$ cat src/rtl/pwm_counter.sv
// PWM timebase: prescaled 12-bit phase counter with sleep and oscillator wake-up delay.
// Feeds pwm_driver.counter_i and provides tick and period-start strobes.
module pwm_counter #(
  parameter logic [7:0] PRESCALE_DEFAULT = 8'd30,
  parameter logic [7:0] PRESCALE_MIN     = 8'd3,
  parameter int         WAKE_CYCLES      = 500
) (
  input  logic        clk_i,
  input  logic        rst_i,
  input  logic [7:0]  prescale_i,
  input  logic        prescale_we_i,
  input  logic        sleep_i,
  output logic [11:0] counter_o,
  output logic        tick_o,
  output logic        cycle_start_o,
  output logic        running_o,
  output logic [7:0]  prescale_o
);

  localparam int                WAKE_W    = $clog2(WAKE_CYCLES) + 1;
  localparam logic [WAKE_W-1:0] WAKE_LOAD = WAKE_W'(WAKE_CYCLES - 1);
  localparam logic [WAKE_W-1:0] WAKE_ONE  = WAKE_W'(1);

  typedef enum logic [1:0] {
    ST_SLEEP = 2'd0,
    ST_WAKE  = 2'd1,
    ST_RUN   = 2'd2
  } state_e;

  state_e            state_q, state_d;
  logic [7:0]        prescale_q, prescale_d;
  logic [11:0]       counter_q, counter_d;
  logic [7:0]        div_cnt_q, div_cnt_d;
  logic [WAKE_W-1:0] wake_cnt_q, wake_cnt_d;
  logic              tick_q, tick_d;
  logic              cycle_start_q, cycle_start_d;
  logic              running_q, running_d;

  always_comb begin
    state_d       = state_q;
    prescale_d    = prescale_q;
    counter_d     = counter_q;
    div_cnt_d     = div_cnt_q;
    wake_cnt_d    = wake_cnt_q;
    tick_d        = 1'b0;
    cycle_start_d = 1'b0;
    running_d     = running_q;

    case (state_q)
      ST_SLEEP: begin
        counter_d = 12'd0;
        div_cnt_d = 8'd0;
        running_d = 1'b0;
        // The divider is only reprogrammed while stopped, so a period never mixes rates.
        if (prescale_we_i) begin
          prescale_d = (prescale_i < PRESCALE_MIN) ? PRESCALE_MIN : prescale_i;
        end
        if (!sleep_i) begin
          state_d    = ST_WAKE;
          wake_cnt_d = WAKE_LOAD;
        end
      end

      ST_WAKE: begin
        if (sleep_i) begin
          state_d   = ST_SLEEP;
          running_d = 1'b0;
        end else if (wake_cnt_q == '0) begin
          state_d       = ST_RUN;
          counter_d     = 12'd0;
          div_cnt_d     = 8'd0;
          cycle_start_d = 1'b1;
          running_d     = 1'b1;
        end else begin
          wake_cnt_d = wake_cnt_q - WAKE_ONE;
        end
      end

      ST_RUN: begin
        if (sleep_i) begin
          state_d   = ST_SLEEP;
          counter_d = 12'd0;
          div_cnt_d = 8'd0;
          running_d = 1'b0;
        end else if (div_cnt_q == prescale_q) begin
          div_cnt_d     = 8'd0;
          counter_d     = counter_q + 12'd1;
          tick_d        = 1'b1;
          cycle_start_d = (counter_q == 12'hFFF);
        end else begin
          div_cnt_d = div_cnt_q + 8'd1;
        end
      end

      default: begin
        state_d   = ST_SLEEP;
        counter_d = 12'd0;
        div_cnt_d = 8'd0;
        running_d = 1'b0;
      end
    endcase
  end

  always_ff @(posedge clk_i) begin
    if (rst_i) begin
      state_q       <= ST_SLEEP;
      prescale_q    <= PRESCALE_DEFAULT;
      counter_q     <= 12'd0;
      div_cnt_q     <= 8'd0;
      wake_cnt_q    <= '0;
      tick_q        <= 1'b0;
      cycle_start_q <= 1'b0;
      running_q     <= 1'b0;
    end else begin
      state_q       <= state_d;
      prescale_q    <= prescale_d;
      counter_q     <= counter_d;
      div_cnt_q     <= div_cnt_d;
      wake_cnt_q    <= wake_cnt_d;
      tick_q        <= tick_d;
      cycle_start_q <= cycle_start_d;
      running_q     <= running_d;
    end
  end

  assign counter_o     = counter_q;
  assign tick_o        = tick_q;
  assign cycle_start_o = cycle_start_q;
  assign running_o     = running_q;
  assign prescale_o    = prescale_q;

endmodule

$ cat config.mk
export PLATFORM = sky130hd
export DESIGN_NAME = pwm_counter
export DESIGN_NICKNAME = d
export VERILOG_FILES = /design/src/rtl/pwm_counter.sv
export SDC_FILE = /design/constraint.sdc
export NUM_CORES = 1
export LEC_CHECK = 0
export CAP_MARGIN = 20
export CORE_MARGIN = 3
export CORE_UTILIZATION = 45
export DETAILED_ROUTE_END_ITERATION = 16
export PLACE_DENSITY_LB_ADDON = 0.3
export RECOVER_POWER = 50
export SKIP_LAST_GASP = 1
export SYNTH_ARGS = -nofsm -noshare
export SYNTH_HDL_FRONTEND = slang
export SYNTH_SLANG_ARGS = --single-unit
export TNS_END_PERCENT = 20
$ cat constraint.sdc
create_clock -name clk_i -period 3.85 [get_ports clk_i]
set_input_delay 0.9625 -clock clk_i [delete_from_list [all_inputs] [get_ports clk_i]]
set_output_delay 0.9625 -clock clk_i [all_outputs]
set_load 0.02 [all_outputs]
==> results.tsv, run 1 <==
metric	value	unit
status	finished, final reports clean	
H-tree levels	2	
iteration-0 DRC count of the detailed router	123	
Final Critical Period	3184	ps
list of most frequent post-synthesis cells	43 x dfxtp_1, 35 x nand2_1, 21 x a21oi_1	
overall routing resource usage	18.29	%
# Post-CTS Setup Buffers	0	
data required time at the worst endpoint	4080	ps
max-slew violation total from the final report	0	
DP Area	0.002649	mm²
largest net degree at the start of global routing	30	
synthesized cell area	0.002261	mm²
gpl congestion	0.8155	
worst-margin pin slew	1132	ps
drt first pass iters	4	
CTS Buf Count	5	
Hold Violations, Final	0	
Largest delay share family, worst path	simple AND/OR/NAND/NOR gates	
FFs w/ async S/R, synth	0	%
Syn Inst Count	277	
drt wl/cell	13.66	µm
count leader, synth	dfxtp_1	
worst hold slack	493.4	ps
Main synth FF type	dfxtp_1	
area grow syn2layout	22.69	%
buffer and inverter count on the worst path	1	
# diodes	0	
vias in the first global route	1889	
ranking of synthesized cells by area	dfxtp_1 38%, nand2_1 5.8%, xor2_1 5.0%	
Critical Path Max Stage Delay	630	ps
Setup crit end kind	flip-flop	
number of flops mapped to enable cells by yosys	0	
setup violators final	0	
Post-CTS Hold Buffers	0	
die area	0.005911	mm²
clk_skew	6.750	ps
post-synthesis sequential area ratio	38.07	%
Die X	76.88	µm
CTS root buf	clkbuf_8	
Die Ht	76.88	µm
fin nets	326	
FMAX	314.1	MHz
vias	2105	
hold wc startpoint	prescale_o[7]	
hpwl dp	3608	µm
CTS tree	built	
Synth area leader	dfxtp_1	
final instance area	0.002774	mm²
syn_nets	295	
Total Power	1.145	mW
critical path arrival	3420	ps
clk_lat worst skew	300	ps
vias per inst	5.598	
clock sink total	43	
Power Density	412.7	mW/mm²
I/O pins	35	
LEAKAGE	1.056	nW
port buffer count	34	
Mapped Avg Cell Area	8.162	µm²
period utilization	82.69	%
FF+latch count, synth	43	
Hold/Removal Path Class	reg -> reg	
Critical R2R Launch	wake_cnt_q[0]	
Core Region	0.004786	mm²
worst slew margin relative to its limit	24.56	%
Syn. warnings	0	
initial core utilization	47.24	%
Worst Path Max Fanout	28	
Final ANT Viol Nets	0	
initial antenna violation count	0	
Cell Chain, Critical Path	dlygate4sd3_1 -> or4b_1 -> o31a_1 -> or4_1 -> a21oi_1	
Worst VDD drop	0.0002392	V
Setup crit start	sleep_i	
first-pass GRT wire length	8797	µm
share of layout cells above drive strength 1	3.883	%
Yosys cell types	45	
Max-Cap Viols	0	
slowest cell on the critical path	or4_1	
post-CTS sizing	0	
CP Class	in -> reg	
row count	25	
post-route setup TNS	0	ps
Max Buffers Root-to-Sink	2	
total grt overflow	0	
area share of the largest cell type after synthesis	38.07	%
DRT Wirelength	5136	µm
Setup crit start kind	input pin	
Clock transition at path regs	80	ps
DRC viols	0	
RSZ-0062 raised after global routing	false	
report_power, final:
part	internal (mW)	switching, mW
sequential	0.473	0.0308
clock	0.259	0.157
combinational	0.0896	0.136
cells by family (layout without fill, tap and decap cells):
group	count (synthesis)	in the layout	synth area share [%]
AO/OA/AOI/OAI	59	59	16.77
XOR/XNOR	15	15	5.811
adder cells (fa/ha/maj)	6	6	3.320
buffers and inverters	21	53	3.929
flip-flops	43	43	38.07
AND/OR/NAND/NOR	133	133	32.10
tightest hold or removal path, stage by stage (launching register included):
cell and delay, ps:
dfxtp_1 340, nand2_1 60, a21oi_1 50
state kept, by name, summed over array words and instances (netlist names):
signal,cells
counter_o,12
wake_cnt_q,10
div_cnt_q,8
prescale_o,8
state_q,2
cycle_start_o,1
running_o,1
tick_o,1
worst paths after layout:
path	depth (start not counted)	endpoint	slack, ps
worst max-delay path	5	counter_o[11]	670
worst min-delay path	2	prescale_o[7]	490
worst max register to register	6	counter_o[11]	1360
worst min register to register	2	prescale_o[7]	490
cell type report:
cell class | count | area (µm²)
clock buffers | 6 | 72.57
clock inverters | 2 | 60.06
fillers | 469 | 2012
inverters | 8 | 30.03
multi-input cells | 213 | 1311
flip-flops and latches | 43 | 860.8
well taps | 67 | 83.83
repair buffers | 37 | 355.3
through the flow:
step	worst slack (ps)	util, %	instances
6_report	666.5	57.96	376
2_1_floorplan	1278	-	277
5_1_grt	555.5	57.96	376
4_1_cts	824.9	58.12	376
3_3_place_gp	552.4	55.35	368
3_5_place_dp	510.7	55.35	368
routing by layer:
metal / vias up / GRT usage (%) / routed length [µm]
met5: - / 0 / 0
met4: 0 / 8.333 / 80
met3: 7 / 5.047 / 224
met2: 50 / 28.22 / 2319
met1: 977 / 23.66 / 2511
li1: 1071 / - / -
placed cells by master (no fill, tap or decap), types with 7 or more instances in the layout:
cell and n:
clkdlybuf4s50_1 15, nor3b_1 7, and3_1 8, inv_1 8, or4_1 10, nor2_1 20, dlygate4sd3_1 19, nand2_1 35
dfxtp_1 43, o21ai_0 11, nand3b_1 7, xor2_1 13, nand3_1 13, a21oi_1 21
No activity file was read; power rests on OpenSTA's default activity.
==> inputs of run 2 (changes only) <==
==> constraint.sdc (replaced) <==
create_clock -name clk_i -period 3.1 [get_ports clk_i]
set_input_delay 0.775 -clock clk_i [delete_from_list [all_inputs] [get_ports clk_i]]
set_output_delay 0.775 -clock clk_i [all_outputs]
set_load 0.02 [all_outputs]
==> run 2 against run 1 <==
Against the previous run:
- first-iteration DRC count rose by 43%
- critical endpoint is now counter_o[4]
- via count is 1.0% lower
- clock-buffer cell count is the same
- highest routed layer unchanged
- utilization rose by 0.47 points
- hold slack got worse by 4.9 ps
==> results.tsv, run 2 (synthesized netlist as in run 1, its figures left out) <==
metric	value	unit	change
H-tree levels	2		unchanged
largest net degree at the start of global routing	31		was 30
post-route setup TNS	0	ps	unchanged
area grow syn2layout	23.69	%	was 22.69%
non-filler cells, final	379		was 376
drt first pass iters	4		unchanged
placed cells	371		was 368
Setup crit end kind	flip-flop		unchanged
status	finished, final reports clean		unchanged
vias	2083		was 2105
Core Region	0.004786	mm²	unchanged
CTS Buf Count	5		unchanged
iteration-0 DRC count of the detailed router	176		was 123
hpwl dp	3667	µm	was 3608 µm
max-slew violation total from the final report	0		unchanged
post-CTS sizing	0		unchanged
Die X	76.88	µm	unchanged
overall routing resource usage	18.22	%	was 18.29%
Power Density	509.6	mW/mm²	was 412.7 mW/mm²
total grt overflow	0		unchanged
max FFs per register	12		unchanged
highest-count cells in the layout ignoring fill and taps	43 x dfxtp_1, 35 x nand2_1, 21 x a21oi_1		unchanged
DRT Wirelength	5000	µm	was 5136 µm
FMAX	361.4	MHz	
die area	0.005911	mm²	unchanged
# Post-CTS Setup Buffers	0		unchanged
worst hold slack	488.5	ps	was 493.4 ps
gpl congestion	0.8080		was 0.8155
CTS tree	built		unchanged
fin util	58.43	%	was 57.96%
Setup crit start kind	input pin		unchanged
fin nets	329		was 326
Worst Path Max Fanout	30		was 28
CP Class	in -> reg		unchanged
row count	25		unchanged
slowest cell on the critical path	clkbuf_1		was or4_1
drt wl/cell	13.19	µm	was 13.66 µm
RSZ-0062 raised after global routing	false		unchanged
period utilization	89.25	%	
vias per inst	5.496		was 5.598
critical path arrival	2960	ps	was 3420 ps
clock sink total	43		unchanged
Cell Chain, Critical Path	dlygate4sd3_1 -> clkbuf_1 -> a21oi_1 -> o211ai_1 -> nand2_1		was dlygate4sd3_1 -> or4b_1 -> o31a_1 -> or4_1 -> a21oi_1
filler instances	458		was 469
worst-margin pin slew	1202	ps	was 1132 ps
Hold/Removal Path Class	reg -> reg		unchanged
Final ANT Viol Nets	0		unchanged
setup violators final	0		unchanged
clk_lat worst skew	300	ps	about the same
Max-Cap Viols	0		unchanged
Critical Path Max Stage Delay	930	ps	was 630 ps
initial antenna violation count	0		unchanged
first-pass GRT wire length	8983	µm	was 8797 µm
worst slew margin relative to its limit	19.87	%	was 24.56%
Max Buffers Root-to-Sink	2		unchanged
Die Ht	76.88	µm	unchanged
CTS root buf	clkbuf_8		unchanged
Post-CTS Hold Buffers	0		unchanged
# diodes	0		unchanged
Worst VDD drop	0.0003672	V	was 0.0002392 V
Final Critical Period	2767	ps	
data required time at the worst endpoint	3290	ps	was 4080 ps
DRC viols	0		unchanged
clk_skew	9.756	ps	was 6.750 ps
initial core utilization	47.24	%	unchanged
vias in the first global route	1939		was 1889
Hold Violations, Final	0		unchanged
most common cell after layout, fill and taps aside	dfxtp_1		unchanged
Clock transition at path regs	80	ps	about the same
port buffer count	34		unchanged
share of layout cells above drive strength 1	4.808	%	was 3.883%
I/O pins	35		unchanged
LEAKAGE	1.068	nW	was 1.056 nW
-- run 2: cell types whose count changed in the layout (fill, tap and decap cells not counted) --
cell / before / now
buf_4: 1 / 4
-- run 2: cell type report --
type / count / area (µm²) / share of cell area [%]
Clock inverter: 2 / 60.06 / 2.148
Multi-Input combinational cell: 213 / 1311 / 46.89
Timing Repair Buffer: 40 / 377.9 / 13.51
Clock buffer: 6 / 72.57 / 2.595
Tap cell: 67 / 83.83 / 2.998
Inverter: 8 / 30.03 / 1.074
Sequential cell: 43 / 860.8 / 30.78
-- run 2: layer usage --
layer  part of all wire [%]  wire [µm]  GRT usage (%)
met4                    1.6         80          7.609
met2                     45       2225          28.40
met3                    4.3        214          3.404
met5                      0          0              0
met1                     50       2480          24.60
-- run 2: worst paths after layout --
path | startpoint | to | slack (ps) | depth (start not counted)
max reg2reg | wake_cnt_q[0] | div_cnt_q[7] | 760 | 8
min reg2reg | prescale_o[6] | prescale_o[6] | 490 | 2
min | prescale_o[6] | prescale_o[6] | 490 | 2
max | rst_i | counter_o[4] | 330 | 5
-- run 2: metrics by stage --
stage / worst slack [ps] / cell area [µm²] / power [mW]
2_1_floorplan: 715.8 / 2261 / 0.8401
3_3_place_gp: 119.9 / 2671 / 0.9209
3_5_place_dp: 44.67 / 2671 / 0.9275
4_1_cts: 386.0 / 2804 / 1.442
5_1_grt: 128.8 / 2796 / 1.502
6_report: 333.1 / 2796 / 1.425
-- run 2: worst max-delay path, delay by kind of cell --
family,cells,cell delay [ps]
AND/OR/NAND/NOR,1,60
AO/OA/AOI/OAI,2,360
buffers and inverters,2,1740
-- run 2: report_power, final --
| group | internal (mW) | switching, mW | total, mW | leakage, nW |
|---|---|---|---|---|
| logic | 0.118 | 0.166 | 0.284 | 0.652 |
| clock network | 0.322 | 0.195 | 0.517 | 0.0654 |
| registers | 0.587 | 0.0364 | 0.623 | 0.350 |
==> inputs of run 3 (changes only) <==
--- a/config.mk
+++ b/config.mk
@@ -5,7 +5,7 @@
 export SDC_FILE = /design/constraint.sdc
 export NUM_CORES = 1
 export LEC_CHECK = 0
-export CAP_MARGIN = 20
+export CAP_MARGIN = 10
 export CORE_MARGIN = 3
 export CORE_UTILIZATION = 45
 export DETAILED_ROUTE_END_ITERATION = 16
==> results of run 3 <==
No change in the layout: final DEF, timing and power equal those of run 2.
